File: src/rtl/uart_rx_pkt_ctrl.sv
// Purpose: frames UART bytes (SOF, LEN, payload, CHK), buffers the payload, releases it only after the checksum passes.
// Latency: out_valid rises the cycle after the CHK byte event; one payload byte per accepted cycle.
// Backpressure: out_data/out_valid hold while out_ready=0; the receiver is held in reset (rx_en=0) for the whole drain.
// Ports: tick (clock), reset (async active-low), rx_data/rx_done from the UART receiver, rx_en to its reset;
//        out_data/out_valid/out_ready/out_last payload stream; pkt_err pulse with sticky err_code (01 chk, 10 len, 11 timeout).
module uart_rx_pkt_ctrl #(
  parameter logic [7:0] SOF     = 8'hA5,
  parameter int         MAX_LEN = 16,
  parameter int         TIMEOUT = 480
) (
  input  logic       tick,
  input  logic       reset,
  input  logic [7:0] rx_data,
  input  logic       rx_done,
  output logic       rx_en,
  output logic [7:0] out_data,
  output logic       out_valid,
  input  logic       out_ready,
  output logic       out_last,
  output logic       pkt_err,
  output logic [1:0] err_code
);

  localparam int IW = (MAX_LEN > 1) ? $clog2(MAX_LEN) : 1;
  localparam int TW = $clog2(TIMEOUT + 1);

  typedef enum logic [2:0] {HUNT, LEN, PAY, CHK, DRAIN} state_t;

  state_t          state_q, state_d;
  logic            rx_done_q;
  logic            rx_en_q, rx_en_d;
  logic [7:0]      len_q, len_d;
  logic [7:0]      sum_q, sum_d;
  logic [7:0]      idx_q, idx_d;
  logic [TW-1:0]   tmo_q, tmo_d;
  logic            pkt_err_q, pkt_err_d;
  logic [1:0]      err_code_q, err_code_d;
  logic            wr_en;
  logic [7:0]      mem_q [MAX_LEN];

  // Rising edge of rx_done; a level held for several cycles yields one event.
  logic byte_ev;
  logic tmo_hit;
  logic idx_at_last;
  assign byte_ev     = rx_done & ~rx_done_q;
  assign tmo_hit     = (tmo_q == TW'(TIMEOUT - 1));
  assign idx_at_last = (idx_q == len_q - 8'd1);

  always_comb begin
    state_d    = state_q;
    len_d      = len_q;
    sum_d      = sum_q;
    idx_d      = idx_q;
    tmo_d      = '0;
    pkt_err_d  = 1'b0;
    err_code_d = err_code_q;
    wr_en      = 1'b0;
    unique case (state_q)
      HUNT: begin
        if (byte_ev && rx_data == SOF) state_d = LEN;
      end
      LEN: begin
        if (byte_ev) begin
          if (rx_data == 8'd0 || rx_data > 8'(MAX_LEN)) begin
            pkt_err_d  = 1'b1;
            err_code_d = 2'b10;
            state_d    = HUNT;
          end else begin
            len_d   = rx_data;
            sum_d   = rx_data;
            idx_d   = 8'd0;
            state_d = PAY;
          end
        end else if (tmo_hit) begin
          pkt_err_d  = 1'b1;
          err_code_d = 2'b11;
          state_d    = HUNT;
        end else begin
          tmo_d = tmo_q + 1'b1;
        end
      end
      PAY: begin
        if (byte_ev) begin
          wr_en = 1'b1;
          sum_d = sum_q + rx_data;
          if (idx_at_last) begin
            idx_d   = 8'd0;
            state_d = CHK;
          end else begin
            idx_d = idx_q + 8'd1;
          end
        end else if (tmo_hit) begin
          pkt_err_d  = 1'b1;
          err_code_d = 2'b11;
          state_d    = HUNT;
        end else begin
          tmo_d = tmo_q + 1'b1;
        end
      end
      CHK: begin
        if (byte_ev) begin
          if (rx_data == sum_q) begin
            idx_d   = 8'd0;
            state_d = DRAIN;
          end else begin
            pkt_err_d  = 1'b1;
            err_code_d = 2'b01;
            state_d    = HUNT;
          end
        end else if (tmo_hit) begin
          pkt_err_d  = 1'b1;
          err_code_d = 2'b11;
          state_d    = HUNT;
        end else begin
          tmo_d = tmo_q + 1'b1;
        end
      end
      DRAIN: begin
        // Receiver is held, so any rx_done edge here is ignored.
        if (out_ready) begin
          if (idx_at_last) begin
            idx_d   = 8'd0;
            state_d = HUNT;
          end else begin
            idx_d = idx_q + 8'd1;
          end
        end
      end
      default: state_d = HUNT;
    endcase
    // Registered so that rx_en stays low during reset and rises on the first edge after it.
    rx_en_d = (state_d != DRAIN);
  end

  always_ff @(posedge tick or negedge reset) begin
    if (!reset) begin
      state_q    <= HUNT;
      rx_done_q  <= 1'b0;
      rx_en_q    <= 1'b0;
      len_q      <= 8'd0;
      sum_q      <= 8'd0;
      idx_q      <= 8'd0;
      tmo_q      <= '0;
      pkt_err_q  <= 1'b0;
      err_code_q <= 2'b00;
    end else begin
      state_q    <= state_d;
      rx_done_q  <= rx_done;
      rx_en_q    <= rx_en_d;
      len_q      <= len_d;
      sum_q      <= sum_d;
      idx_q      <= idx_d;
      tmo_q      <= tmo_d;
      pkt_err_q  <= pkt_err_d;
      err_code_q <= err_code_d;
    end
  end

  // Payload buffer carries no reset; it is only read after being written.
  always_ff @(posedge tick) begin
    if (wr_en) mem_q[idx_q[IW-1:0]] <= rx_data;
  end

  assign rx_en     = rx_en_q;
  assign out_valid = (state_q == DRAIN);
  assign out_data  = out_valid ? mem_q[idx_q[IW-1:0]] : 8'h00;
  assign out_last  = out_valid & idx_at_last;
  assign pkt_err   = pkt_err_q;
  assign err_code  = err_code_q;

endmodule

File: config.mk
export PLATFORM = sky130hd
export DESIGN_NAME = uart_rx_pkt_ctrl
export DESIGN_NICKNAME = d
export VERILOG_FILES = /design/src/rtl/uart_rx_pkt_ctrl.sv
export SDC_FILE = /design/constraint.sdc
export NUM_CORES = 1
export LEC_CHECK = 0
export ABC_CLOCK_PERIOD_IN_PS = 2710
export BUFFER_PORTS_ARGS = -buffer_cell sky130_fd_sc_hd__buf_2
export CELL_PAD_IN_SITES_DETAIL_PLACEMENT = 1
export CELL_PAD_IN_SITES_GLOBAL_PLACEMENT = 1
export CORE_MARGIN = 4
export CORE_UTILIZATION = 25
export CTS_BUF_LIST = sky130_fd_sc_hd__clkbuf_8
export DETAILED_ROUTE_END_ITERATION = 10
export HOLD_SLACK_MARGIN = 0.12
export PLACE_DENSITY = 0.41
export SYNTH_ARGS = -nofsm -noshare
export SYNTH_HDL_FRONTEND = slang
export SYNTH_SLANG_ARGS = --single-unit
File: constraint.sdc
create_clock -name tick -period 2.71 [get_ports tick]
set_input_delay 0.271 -clock tick [delete_from_list [all_inputs] [get_ports tick]]
set_output_delay 0.271 -clock tick [all_outputs]
set_load 0.01 [all_outputs]
==> metrics.txt <==
status complete, but fails checks; failing checks negative setup slack; CP endpoint kind output port; Max Slew Vio Count 0; RSZ-0062 raised after global routing yes; Seq/Total Area, Yosys between 60% and 70%; DIE WIDTH about 180 um; global route overflow 0; mux contribution to synthesized area between 10% and 20%; post-route clock period utilization 107%; Iter 0 DRT Violations roughly 270; warnings from Yosys 0; Yosys top cell area share about half; nets@finish around 610; die area roughly 0.033 mm2; max-cap viol count 0; Critical Path AT approximately 2600 ps; overall routing resource usage a little over an eighth; leak pwr about 0.0033 uW; clock skew 22.0 ps; first-pass GRT wire length 32800 um; largest family of logic cells by synthesized area multiplexers; fillcell total around 3200; Critical Path, Cell by Cell or4_4 -> or3_4 -> a211oi_4 -> a21oi_4 -> or2_4 -> nor2_4 -> buf_6; IO buf count 25; Final Cell Area 0.00920 mm2; Vias about 4600; total CTS buffers 17; vias per inst 4.69; Clock transition at path regs between 100 and 150 ps; Worst VDD drop 0.270 mV; Worst Tran Pin Value around 830 ps; Main synth FF type edfxtp_1; largest net degree at the start of global routing 36; Hold Vio Cnt, Final 0; drt total wl between 20000 and 25000 um; top cells by area, synth edfxtp_1, dfrtp_1, mux4_2; Post-Synth XOR/XNOR Area between 2 and 3%; P&R area growth vs syn 21.2%; Initial DRT Pass Iterations 4; final setup vio count 7; power per cell area 648 mW/mm2; clk_lat worst skew about 460 ps; Placer Congestion ~0.74; Std-Cell Rows 63; vias in the first global route 5164; CP Buf/Inv Count 1; Cell variety after synth 54; Crit Path Class flip-flop to output port; Startpoint Class flip-flop; worst-path fanout max 4; commonest cells after routing, fill and taps aside edfxtp_1, buf_4, mux4_2, dfrtp_1, nand2_1; slowest CP cell or4_4; clk buf depth 2; Synth Area in Compound Gates between 6 and 7%; Synth Area in Simple Gates roughly a tenth; final worst setup slack -189 ps; Gate Count Post-Synth around 500; Seq cells post-synth around 170; clock period minus worst slack about 2900 ps; Initial Utilization around a quarter; Detail Route Antenna Nets 0; CTS sink count between 150 and 200; Syn Nets ~530; synthesized area roughly 0.0076 mm2; Yosys top cell by area edfxtp_1; # DRC 0; H-tree depth 4; Post-synth EDFFs around 130; Post-DP HPWL ~14000 um; Tot Pwr roughly 6000 uW; min-delay worst type input pin to flip-flop; Core ar. between 0.02 and 0.03 mm2; num ports 26; Slew HR ~44%; root buffer cell clkbuf_8; asr flop ratio synth roughly 24%; CTS tree built; top cell family by delay on the critical path simple AND/OR/NAND/NOR gates; initial antenna violation count 0; die height approximately 180 um; Post-Synth Adder-Cell Area under 10%; ratio of cells with drive above 1 in the final layout a little over 30%; most common cell after layout, fill and taps aside edfxtp_1; CP required between 2000 and 2500 ps; Worst path max stage delay 550 ps; Routed wire per std cell roughly 21 um; fmax 345 MHz; diode count 0; placement-stage cell area ~0.0085 mm2; Avg Cell Area, Syn between 15 and 20 um2
[area by class of cell]
cell class,count,area (um2),area share (%)
Sequential cell,169,4870,52.9
Clock buffer,17,234,2.54
Clock inverter,15,173,1.88
Timing Repair Buffer,81,699,7.60
Inverter,14,52.6,0.571
Tap cell,390,488,5.30
Multi-Input combinational cell,297,2680,29.2
[cell families after synthesis]
kind of cell	after synthesis
AOI/OAI and AO/OA	71
xor gates and xnor gates	23
adders and majority gates	14
buffers and inverters	33
DFF	169
muxes	43
and+or+nand+nor	146
[report_power, final]
| group | total, uW | switching, uW | internal, uW |
|---|---|---|---|
| Sequential | 2860 | 43.6 | 2810 |
| Clock | 1830 | 1130 | 706 |
| Combinational | 1270 | 620 | 652 |
[flip-flops by register name, summed over array words and instances, names as in the netlist]
signal / count
mem_q: 128
tmo_q: 9
idx_q: 8
len_q: 8
sum_q: 8
state_q: 3
err_code: 2
pkt_err: 1
rx_done_q: 1
rx_en: 1
[routing by layer]
metal | GRT usage (%) | wire length [um] | part of all wire [%]
met1 | 17.8 | 9560 | 45
met2 | 22.5 | 10700 | 51
met5 | 0 | 0 | 0
met3 | 2.41 | 659 | 3.1
met4 | 3.18 | 221 | 1.0
[what timing repair did]
action | 4_1_cts | 5_1_grt
gates cloned | 3 | 0
gates resized for setup | 20 | 14
buffers inserted | 7 | 0
endpoints found under the setup margin | 13 | 14
hold endpoints to repair | 32 | 0
hold buffers | 2 | 0
pin swaps | 9 | 3
[synthesized netlist by cell type (all sizes together) (5+ instances only)]
cell / count
clkbuf: 10
a211oi: 12
nor2b: 7
ha: 13
a21oi: 10
edfxtp: 128
o21ai: 15
buf: 9
and2: 17
o21a: 5
xnor2: 16
nor3: 7
xor2: 7
inv: 14
nor2: 30
nand2: 31
and3: 6
dfrtp: 41
nand3: 13
nor4: 7
mux4: 40
[worst paths after layout]
check                                           from                     end  slack, ps  depth (start not counted)
worst max-delay path            len_q[3]$_DFFE_PN0P_                out_last       -190                          7
worst min-delay path                      rx_data[5]  mem_q[10][5]$_DFFE_PP_        170                          2
worst max register to register  sum_q[0]$_DFFE_PN0P_    idx_q[5]$_DFFE_PN0P_        200                          8
worst min register to register    tmo_q[0]$_DFF_PN0_      tmo_q[0]$_DFF_PN0_        520                          1
max in group asynchronous                      reset       pkt_err$_DFF_PN0_       1570                          3
min in group asynchronous                      reset    len_q[7]$_DFFE_PN0P_        440                          2
[metrics by stage]
step | hold WS [ps] | utilization (%) | instances | setup slack, ps | TNS [ps]
2_1_floorplan | -24.6 | - | 499 | 204 | 0
3_3_place_gp | 419 | 28.6 | 941 | -65.1 | -231
3_5_place_dp | 416 | 28.6 | 941 | -65.5 | -233
4_1_cts | 147 | 30.9 | 985 | -253 | -1020
5_1_grt | 145 | 30.9 | 983 | -298 | -1100
6_report | 166 | 30.9 | 983 | -189 | -290
Power figures use the tool's default switching activity.
